<file path="config.mk">
export PLATFORM = sky130hd
export DESIGN_NAME = button_capture_flat
export DESIGN_NICKNAME = d
export VERILOG_FILES = /design/src/rtl/button_capture_if.sv /design/src/rtl/button_capture.sv /design/src/flat_wrapper.sv
export SDC_FILE = /design/constraint.sdc
export NUM_CORES = 1
export LEC_CHECK = 0
export CAP_MARGIN = 20
export CORE_AREA = 5 5 75 77
export CTS_CLUSTER_SIZE = 40
export DETAILED_ROUTE_END_ITERATION = 12
export DIE_AREA = 0 0 80 82
export PLACE_DENSITY = 0.74
export SLEW_MARGIN = 20
export SYNTH_ARGS = -nofsm -noshare
export SYNTH_HDL_FRONTEND = slang
export SYNTH_SLANG_ARGS = --single-unit
</file>
<file path="constraint.sdc">
create_clock -name clk -period 2.4 [get_ports clk]
set_clock_uncertainty 0.05 [all_clocks]
set_input_delay 0.36 -clock clk [delete_from_list [all_inputs] [get_ports clk]]
set_output_delay 0.36 -clock clk [all_outputs]
set_load 0.02 [all_outputs]
</file>
<file path="src/rtl/button_capture_if.sv">
// button_capture_if: groups the player-button capture signals.
// The master side is the game/driver; the slave side is the capture block.
interface button_capture_if;
    logic [3:0] buttons;
    logic       arm;
    logic [5:0] round_len;
    logic [3:0] player_input;
    logic       input_valid;
    logic [5:0] step;
    logic       round_done;
    logic       multi_err;
    logic       timeout;

    modport master (
        output buttons, arm, round_len,
        input  player_input, input_valid, step, round_done, multi_err, timeout
    );

    modport slave (
        input  buttons, arm, round_len,
        output player_input, input_valid, step, round_done, multi_err, timeout
    );
endinterface

</file>
<file path="src/rtl/button_capture.sv">
// button_capture: synchronizes and debounces four player buttons, and reports
// each accepted one-hot press with its index in the current round.
// Optional feature macro: TIMEOUT_EN enables the WAIT_PRESS inactivity timeout.
module button_capture #(
    parameter int DEBOUNCE_CYCLES = 16,
    parameter int TIMEOUT_CYCLES  = 50000
) (
    input logic             clk,
    input logic             reset,
    button_capture_if.slave bus
);

    localparam int               DB_W    = $clog2(DEBOUNCE_CYCLES + 1);
    localparam logic [DB_W-1:0]  DB_LAST = DB_W'(DEBOUNCE_CYCLES - 1);
    localparam logic [5:0]       CNT_MAX = 6'd33;

    typedef enum logic [2:0] {
        IDLE,
        WAIT_PRESS,
        PRESS_DB,
        WAIT_RELEASE,
        RELEASE_DB,
        DONE
    } state_t;

    state_t          state_q, state_d;
    logic [3:0]      sync1_q, sync1_d;
    logic [3:0]      sync2_q, sync2_d;
    logic [3:0]      pattern_q, pattern_d;
    logic [DB_W-1:0] db_cnt_q, db_cnt_d;
    logic [5:0]      press_cnt_q, press_cnt_d;
    logic [5:0]      len_q, len_d;
    logic [3:0]      player_input_q, player_input_d;
    logic [5:0]      step_q, step_d;
    logic            input_valid_q, input_valid_d;
    logic            round_done_q, round_done_d;
    logic            multi_err_q, multi_err_d;
    logic [5:0]      press_next;

`ifdef TIMEOUT_EN
    localparam int              TO_W    = $clog2(TIMEOUT_CYCLES + 1);
    localparam logic [TO_W-1:0] TO_LAST = TO_W'(TIMEOUT_CYCLES - 1);

    logic [TO_W-1:0] to_cnt_q, to_cnt_d;
    logic            timeout_q, timeout_d;
`else
    // The timeout length has no meaning when the timeout feature is absent.
    logic unused_timeout_cfg;
    assign unused_timeout_cfg = (TIMEOUT_CYCLES > 0);
`endif

    // Next-state logic: synchronizer shift, press/release debounce and round bookkeeping.
    always_comb begin
        sync1_d        = bus.buttons;
        sync2_d        = sync1_q;
        state_d        = state_q;
        pattern_d      = pattern_q;
        db_cnt_d       = db_cnt_q;
        press_cnt_d    = press_cnt_q;
        len_d          = len_q;
        player_input_d = player_input_q;
        step_d         = step_q;
        input_valid_d  = 1'b0;
        round_done_d   = 1'b0;
        multi_err_d    = 1'b0;
        press_next     = (press_cnt_q < CNT_MAX) ? press_cnt_q + 6'd1 : CNT_MAX;
`ifdef TIMEOUT_EN
        timeout_d      = 1'b0;
        to_cnt_d       = '0;
`endif

        if (!bus.arm) begin
            state_d = IDLE;
        end else begin
            unique case (state_q)
                IDLE: begin
                    state_d     = WAIT_PRESS;
                    len_d       = (bus.round_len == 6'd0) ? 6'd1 : bus.round_len;
                    press_cnt_d = '0;
                end

                WAIT_PRESS: begin
                    if (sync2_q != 4'd0) begin
                        state_d   = PRESS_DB;
                        pattern_d = sync2_q;
                        db_cnt_d  = '0;
                    end
`ifdef TIMEOUT_EN
                    else if (to_cnt_q == TO_LAST) begin
                        timeout_d = 1'b1;
                        state_d   = DONE;
                    end else begin
                        to_cnt_d = to_cnt_q + 1'b1;
                    end
`endif
                end

                PRESS_DB: begin
                    if (sync2_q != pattern_q) begin
                        if (sync2_q == 4'd0) begin
                            state_d = WAIT_PRESS;
                        end else begin
                            pattern_d = sync2_q;
                            db_cnt_d  = '0;
                        end
                    end else if (db_cnt_q == DB_LAST) begin
                        state_d = WAIT_RELEASE;
                        if ($onehot(pattern_q)) begin
                            input_valid_d  = 1'b1;
                            player_input_d = pattern_q;
                            step_d         = press_cnt_q;
                            press_cnt_d    = press_next;
                            round_done_d   = (press_next == len_q);
                        end else begin
                            multi_err_d = 1'b1;
                        end
                    end else begin
                        db_cnt_d = db_cnt_q + 1'b1;
                    end
                end

                WAIT_RELEASE: begin
                    if (sync2_q == 4'd0) begin
                        state_d  = RELEASE_DB;
                        db_cnt_d = '0;
                    end
                end

                RELEASE_DB: begin
                    if (sync2_q != 4'd0) begin
                        state_d = WAIT_RELEASE;
                    end else if (db_cnt_q == DB_LAST) begin
                        state_d = (press_cnt_q >= len_q) ? DONE : WAIT_PRESS;
                    end else begin
                        db_cnt_d = db_cnt_q + 1'b1;
                    end
                end

                DONE: begin
                    state_d = DONE;
                end

                default: begin
                    state_d = IDLE;
                end
            endcase
        end
    end

    // State and output registers with synchronous reset.
    always_ff @(posedge clk) begin
        if (reset) begin
            state_q        <= IDLE;
            sync1_q        <= '0;
            sync2_q        <= '0;
            pattern_q      <= '0;
            db_cnt_q       <= '0;
            press_cnt_q    <= '0;
            len_q          <= '0;
            player_input_q <= '0;
            step_q         <= '0;
            input_valid_q  <= 1'b0;
            round_done_q   <= 1'b0;
            multi_err_q    <= 1'b0;
`ifdef TIMEOUT_EN
            to_cnt_q       <= '0;
            timeout_q      <= 1'b0;
`endif
        end else begin
            state_q        <= state_d;
            sync1_q        <= sync1_d;
            sync2_q        <= sync2_d;
            pattern_q      <= pattern_d;
            db_cnt_q       <= db_cnt_d;
            press_cnt_q    <= press_cnt_d;
            len_q          <= len_d;
            player_input_q <= player_input_d;
            step_q         <= step_d;
            input_valid_q  <= input_valid_d;
            round_done_q   <= round_done_d;
            multi_err_q    <= multi_err_d;
`ifdef TIMEOUT_EN
            to_cnt_q       <= to_cnt_d;
            timeout_q      <= timeout_d;
`endif
        end
    end

    assign bus.player_input = player_input_q;
    assign bus.input_valid  = input_valid_q;
    assign bus.step         = step_q;
    assign bus.round_done   = round_done_q;
    assign bus.multi_err    = multi_err_q;
`ifdef TIMEOUT_EN
    assign bus.timeout      = timeout_q;
`else
    assign bus.timeout      = 1'b0;
`endif

endmodule

</file>
<file path="src/flat_wrapper.sv">
// flat-port wrapper written by rule: the top's interface ports become plain ports
module button_capture_flat 
#(
    parameter int DEBOUNCE_CYCLES = 16,
    parameter int TIMEOUT_CYCLES  = 50000
)
  (clk, reset, bus_buttons, bus_arm, bus_round_len, bus_player_input, bus_input_valid, bus_step, bus_round_done, bus_multi_err, bus_timeout);
  button_capture_if bus_i ();
  input logic clk;
  input logic reset;
  input wire logic [$bits(bus_i.buttons)-1:0] bus_buttons;
  input wire logic [$bits(bus_i.arm)-1:0] bus_arm;
  input wire logic [$bits(bus_i.round_len)-1:0] bus_round_len;
  output wire logic [$bits(bus_i.player_input)-1:0] bus_player_input;
  output wire logic [$bits(bus_i.input_valid)-1:0] bus_input_valid;
  output wire logic [$bits(bus_i.step)-1:0] bus_step;
  output wire logic [$bits(bus_i.round_done)-1:0] bus_round_done;
  output wire logic [$bits(bus_i.multi_err)-1:0] bus_multi_err;
  output wire logic [$bits(bus_i.timeout)-1:0] bus_timeout;
  assign bus_i.buttons = bus_buttons;
  assign bus_i.arm = bus_arm;
  assign bus_i.round_len = bus_round_len;
  assign bus_player_input = bus_i.player_input;
  assign bus_input_valid = bus_i.input_valid;
  assign bus_step = bus_i.step;
  assign bus_round_done = bus_i.round_done;
  assign bus_multi_err = bus_i.multi_err;
  assign bus_timeout = bus_i.timeout;
  button_capture #(.DEBOUNCE_CYCLES(DEBOUNCE_CYCLES), .TIMEOUT_CYCLES(TIMEOUT_CYCLES)) u_core (.clk(clk), .reset(reset), .bus(bus_i));
endmodule
</file>
==> results of run 1 <==
## routing by layer
metal	vias up	wire length (um)	track usage, %
met5	-	0	0
met4	0	59	5.236
met3	5	208	3.618
met2	46	2379	27.48
met1	951	2531	22.74
li1	1051	-	-
## critical path, stage by stage, from the launching register on
cell and delay (ns):
dfxtp_2 0.35, ha_4 0.27, ha_4 0.12, inv_2 0.03
fa_1 0.50, and3_4 0.19, nand2_4 0.05, or3_4 0.38
a2111o_1 0.29, o21ai_1 0.07
## through the flow
stage	util, %	std cells	setup WS [ns]
2_1_floorplan	-	278	0.02971
3_3_place_gp	56.15	375	0.08506
3_5_place_dp	56.15	375	-0.01996
4_1_cts	58.60	383	0.003332
5_1_grt	59.64	384	-0.07984
6_report	59.64	384	0.02761
## synth_stat cells, types with 3 or more instances
library cell / instances / area [um2]
xnor2_1: 9 / 78.83
nand3_1: 13 / 65.06
clkbuf_1: 10 / 37.54
nand2b_1: 8 / 50.05
nor2_1: 24 / 90.09
and3_1: 5 / 31.28
nor3_1: 6 / 30.03
or3_1: 3 / 18.77
nand2_1: 27 / 101.4
o21ai_0: 9 / 45.04
nor3b_1: 3 / 22.52
xor2_1: 3 / 26.28
nor2b_1: 10 / 62.56
mux2i_1: 9 / 90.09
a22o_1: 3 / 26.28
o22ai_1: 3 / 18.77
dfxtp_1: 45 / 900.9
ha_1: 12 / 150.1
a21oi_1: 20 / 100.1
a31oi_1: 4 / 25.02
inv_1: 12 / 45.04
## layout make-up
type | instances | area [um2]
Clock buffer | 5 | 68.82
Clock inverter | 3 | 25.02
Fill cell | 436 | 1996
Inverter | 12 | 45.04
Multi-Input combinational cell | 207 | 1423
Sequential cell | 45 | 905.9
Tap cell | 70 | 87.58
Timing Repair Buffer | 42 | 394.1
## worst max path at each step
stage	start	to	cells after the start
after floorplan	u_core.pattern_q[0]	u_core.press_cnt_q[2]	9
after global placement	u_core.pattern_q[0]	u_core.press_cnt_q[2]	9
after detailed placement	u_core.pattern_q[1]	u_core.press_cnt_q[2]	9
after CTS	u_core.pattern_q[2]	u_core.press_cnt_q[2]	9
after global routing	u_core.pattern_q[2]	u_core.press_cnt_q[2]	9
final	u_core.pattern_q[2]	u_core.press_cnt_q[2]	9
## power groups by stage
| stage | registers [mW] | logic, mW | clock network [mW] |
|---|---|---|---|
| global route | 0.787 | 0.177 | 0.545 |
| finish | 0.784 | 0.161 | 0.498 |
| CTS | 0.784 | 0.160 | 0.509 |
| detailed placement | 0.801 | 0.158 | 0 |
| global placement | 0.800 | 0.155 | 0 |
| floorplan | 0.790 | 0.112 | 0 |
## state kept, by name, indices dropped and copies added, names as in the netlist
register,flops
u_core.len_q,6
u_core.bus.player_input,4
u_core.bus.multi_err,1
u_core.press_cnt_q,6
u_core.sync1_q,4
u_core.bus.input_valid,1
u_core.bus.step,6
u_core.state_q,3
u_core.sync2_q,4
u_core.db_cnt_q,5
u_core.bus.round_done,1
u_core.pattern_q,4
## logic make-up (layout without fill, tap and decap cells)
logic type,after synthesis,after routing,synth area share [%]
adders and majority gates,13,13,7.173
buffers and inverters,26,62,4.694
AOI/OAI and AO/OA,51,51,13.40
xor gates and xnor gates,12,12,4.431
muxes,9,9,3.798
and+or+nand+nor,121,121,28.38
DFF,45,45,37.97
other,1,1,0.1581
## timing repair
item,in CTS,in global routing
endpoints found under the setup margin,2,17
setup buffers,0,1
gates resized for setup,6,11
pin swaps,0,7
hold buffers,0,0
==> results.cfg, run 1 <==
[timing]
hold_viol_final = 0
fin_hold_ws_ns = 0.3942
setup_tns_ns = 0
fmax_mhz = 421.5
layout_min_cycle_time_ns = 2.372
slew_viol_final = 0
worst_slew_pin_slew_ns = 0.6097
max-slew-margin-rel_pct = 58.78
setup_viol = 0
rsz0062_at_grt = yes
fin_crit_sh_pct = 98.85

[clock_network]
root_buffer = clkbuf_8
insertion_delay_ns = 0.30
cts.clk_slew.worst_paths_ns = 0.09
cts_max_level = 2
cts_tree = done
cts.sinks = 45
cts_made_buffers = 5
clockBufferDepth = 2

[pwr]
power_density_nw_per_um2 = 489.1
p_seq_share_pct = 54.3
swShare_pct = 26.79
leakagePower_nw = 1.103
power.total_mw = 1.443
pwr-share-clk_pct = 34.5
irDropWorstVdd_mv = 0.3916
comb_power_share_pct = 11.2
p_int_mw = 1.056
p_switching_uw = 386.5

[final_layout]
layout_common_cells = dfxtp_1 (41), nand2_1 (26), clkdlybuf4s50_1 (25)
final_common_cell = dfxtp_1
drive_gt1_share_pct = 14.65
stdcell_area_um2 = 2949
area_delta_synth_final_pct = 24.31
diodes = 0
fin_nets = 339

[min_path]
hold_depth = 1
whs_endpoint = u_core.sync2_q[2]
hp-class = reg2reg
min_from = u_core.sync1_q[2]

[grt]
grt_pass1_vias = 1949
antenna_found_initial = 0
grt_start_max_net_pins = 35
overflow = 0
grt_pass1_wl_um = 8873
track_usage_pct = 17.00

[synth]
synth_seq_area_share_pct = 37.97
ys_seq_elements = 45
synth_cell_types = 54
syn_area_per_cell_um2 = 8.533
synthArstFlopShare_pct = 0
synth-edff-count = 0
syn_area_um2 = 2372
yosysWarningCount = 0
syn_nets = 304
synth_cells = 278
synth_ff_type = dfxtp_1

[floorplanning]
die_area_um2 = 6560
coreArea_um2 = 4945
die_h_um = 82
io_pins = 27
start_util_pct = 47.98
rows = 26
chipWidth_um = 80

[setup_path]
r2r_cells = 9
r2r_start = u_core.pattern_q[2]
worst_r2r_endpoint = u_core.press_cnt_q[2]
required_ns = 2.59
ff2ff_setup_slack_ns = 0.03
start_kind = flop
crit_fanout = 3
end_kind = flop
cp.arrival_ns = 2.57
worstSetupPathType = reg2reg

[routing]
routed_wirelength_um = 5179
drtIter0Drc = 165
post_drt_wl_per_cell_um = 13.49
drtPass1Iterations = 4
drc_errors = 0
num_vias = 2053
vias_per_cell = 5.346
ant_nets = 0

[run_status]
outcome = finished, final reports clean

[placed_design]
place_area_um2 = 2776
dp_hpwl_um = 3743
io_buffer_count = 25
gp_congestion = 0.9032

[run]
cap_viol_max_count = 0
(Power assumes the default switching activity.)
==> inputs of run 2 (changes only) <==
--- a/config.mk
+++ b/config.mk
@@ -10,7 +10,7 @@
 export CTS_CLUSTER_SIZE = 40
 export DETAILED_ROUTE_END_ITERATION = 12
 export DIE_AREA = 0 0 80 82
-export PLACE_DENSITY = 0.74
+export PLACE_DENSITY = 0.71
 export SLEW_MARGIN = 20
 export SYNTH_ARGS = -nofsm -noshare
 export SYNTH_HDL_FRONTEND = slang
==> constraint.sdc (replaced) <==
create_clock -name clk -period 3.1 [get_ports clk]
set_clock_uncertainty 0.05 [all_clocks]
set_input_delay 0.465 -clock clk [delete_from_list [all_inputs] [get_ports clk]]
set_output_delay 0.465 -clock clk [all_outputs]
set_load 0.02 [all_outputs]
==> run 2 against run 1 <==
Against the previous run:
- clock-buffer cell count rose by 1
- global-route usage fell by 0.74 points
- hold slack got worse by 0.0019 ns
- setup slack improved by 0.39 ns
- largest cell class unchanged
- wire length shrank 4.3%
- critical endpoint unchanged
==> results.cfg, run 2 (synthesis gave the netlist of run 1 again) <==
[run_status]
outcome = finished, final reports clean

[clock_network]
cts_made_buffers = 5
cts_max_level = 2
clockBufferDepth = 2
cts.sinks = 45
cts_hold_buf = 0
cts_resized = 0
cts.clk_slew.worst_paths_ns = 0.09
post-cts-setup-buffers = 0
insertion_delay_ns = 0.30
cts_tree = done
root_buffer = clkbuf_8

[setup_path]
end_kind = flop
crit_fanout = 12
crit_family = adder cells
required_ns = 3.28
r2r_cells = 9
start_kind = flop
crit_slowest_cell = or3_1
cp.depth = 9
critPathBufInv = 1
cp_slowest_stage_delay_ns = 0.52
crit_top_cell = ha_1
cp.arrival_ns = 2.87
worstSetupPathType = reg2reg
crit_chain = ha_1 > ha_1 > inv_1 > fa_1 > and3_1 > nand2_1 > or3_1 > a2111o_1 > o21ai_0

[pwr]
pwr-share-clk_pct = 33.7
p_switching_uw = 279.1
leakagePower_nw = 0.9987
p_int_uw = 801.6
swShare_pct = 25.83
p_seq_share_pct = 56.2
power_density_nw_per_um2 = 394.6
comb_power_share_pct = 10.2
irDropWorstVdd_mv = 0.2446

[timing]
layout_min_cycle_time_ns = 2.685
setup_tns_ns = 0
hold_viol_final = 0
slew_viol_final = 0
fin_crit_sh_pct = 86.62
max-slew-margin-rel_pct = 55.90
setup_viol = 0
worst_slew_pin_slew_ns = 0.6524
rsz0062_at_grt = no
fmax_mhz = 372.4

[floorplanning]
coreArea_um2 = 4945
die_h_um = 82
chipWidth_um = 80
rows = 26
io_pins = 27
die_area_um2 = 6560
start_util_pct = 47.98

[grt]
grt_pass1_wl_um = 8514
antenna_found_initial = 0
grt_start_max_net_pins = 35
grt_pass1_vias = 1847
track_usage_pct = 16.26
overflow = 0

[min_path]
hp-class = reg2reg
hold_depth = 1

[placed_design]
gp_congestion = 0.8519
dp_hpwl_um = 3649
io_buffer_count = 25
place_area_um2 = 2651

[routing]
vias_per_cell = 5.288
drc_errors = 0
ant_nets = 0
routed_wirelength_um = 4957
post_drt_wl_per_cell_um = 13.47
drtPass1Iterations = 4
num_vias = 1946
drtIter0Drc = 144

[run]
cap_viol_max_count = 0

[final_layout]
fin_nets = 323
final_common_cell = dfxtp_1
drive_gt1_share_pct = 5.369
stdcell_area_um2 = 2739
diodes = 0
layout_common_cells = dfxtp_1 (45), nand2_1 (27), clkdlybuf4s50_1 (25)
area_delta_synth_final_pct = 15.45
finish.utilization_pct = 55.39
==> run 2: cell types whose count changed in the layout (fill, tap and decap cells not counted), sizes merged <==
cell      previous run  this run
buf                 17         1
inv                 14        12
clkbuf               5         6
clkinvlp             1         2
==> run 2: worst paths after layout <==
kind                            start               endpoint  slack (ns)
hold reg to reg     u_core.sync1_q[3]      u_core.sync2_q[3]        0.39
setup reg to reg  u_core.pattern_q[2]  u_core.press_cnt_q[2]        0.41
hold / removal      u_core.sync1_q[3]      u_core.sync2_q[3]        0.39
setup / recovery  u_core.pattern_q[2]  u_core.press_cnt_q[2]        0.41
==> run 2: power groups by stage <==
stage	logic (mW)	clock network [mW]	registers, mW
2_1_floorplan	0.0865	0	0.612
3_3_place_gp	0.109	0	0.620
3_5_place_dp	0.110	0	0.620
4_1_cts	0.111	0.369	0.607
5_1_grt	0.123	0.391	0.609
6_report	0.110	0.364	0.607
==> run 2: cell type report <==
cell class                 instances  area [um2]
fill                             487        2206
tap                               70       87.58
multi-input combinational        207        1360
sequential                        45       900.9
inverter                          12       45.04
timing repair buffer              26       257.7
clock inverter                     2       15.01
clock buffer                       6       72.57
==> run 2: layer usage <==
layer  GRT usage [%]  vias to the layer above  share of wire [%]
met1           21.51                      882                 50
met3           4.715                        5                4.1
li1                -                     1022                  -
met2           26.24                       37                 45
met5               0                        -                  0
met4           3.716                        0               0.93
==> run 2: stage by stage <==
step	worst slack (ns)	std cells	total power, mW	hold slack [ns]
floorplan	0.7297	278	0.6983	0.3638
finish	0.4148	368	1.081	0.3923
detailed placement	0.3795	360	0.7304	0.3774
global route	0.2401	368	1.123	0.4115
global placement	0.4145	360	0.7283	0.3703
CTS	0.4100	368	1.087	0.3979
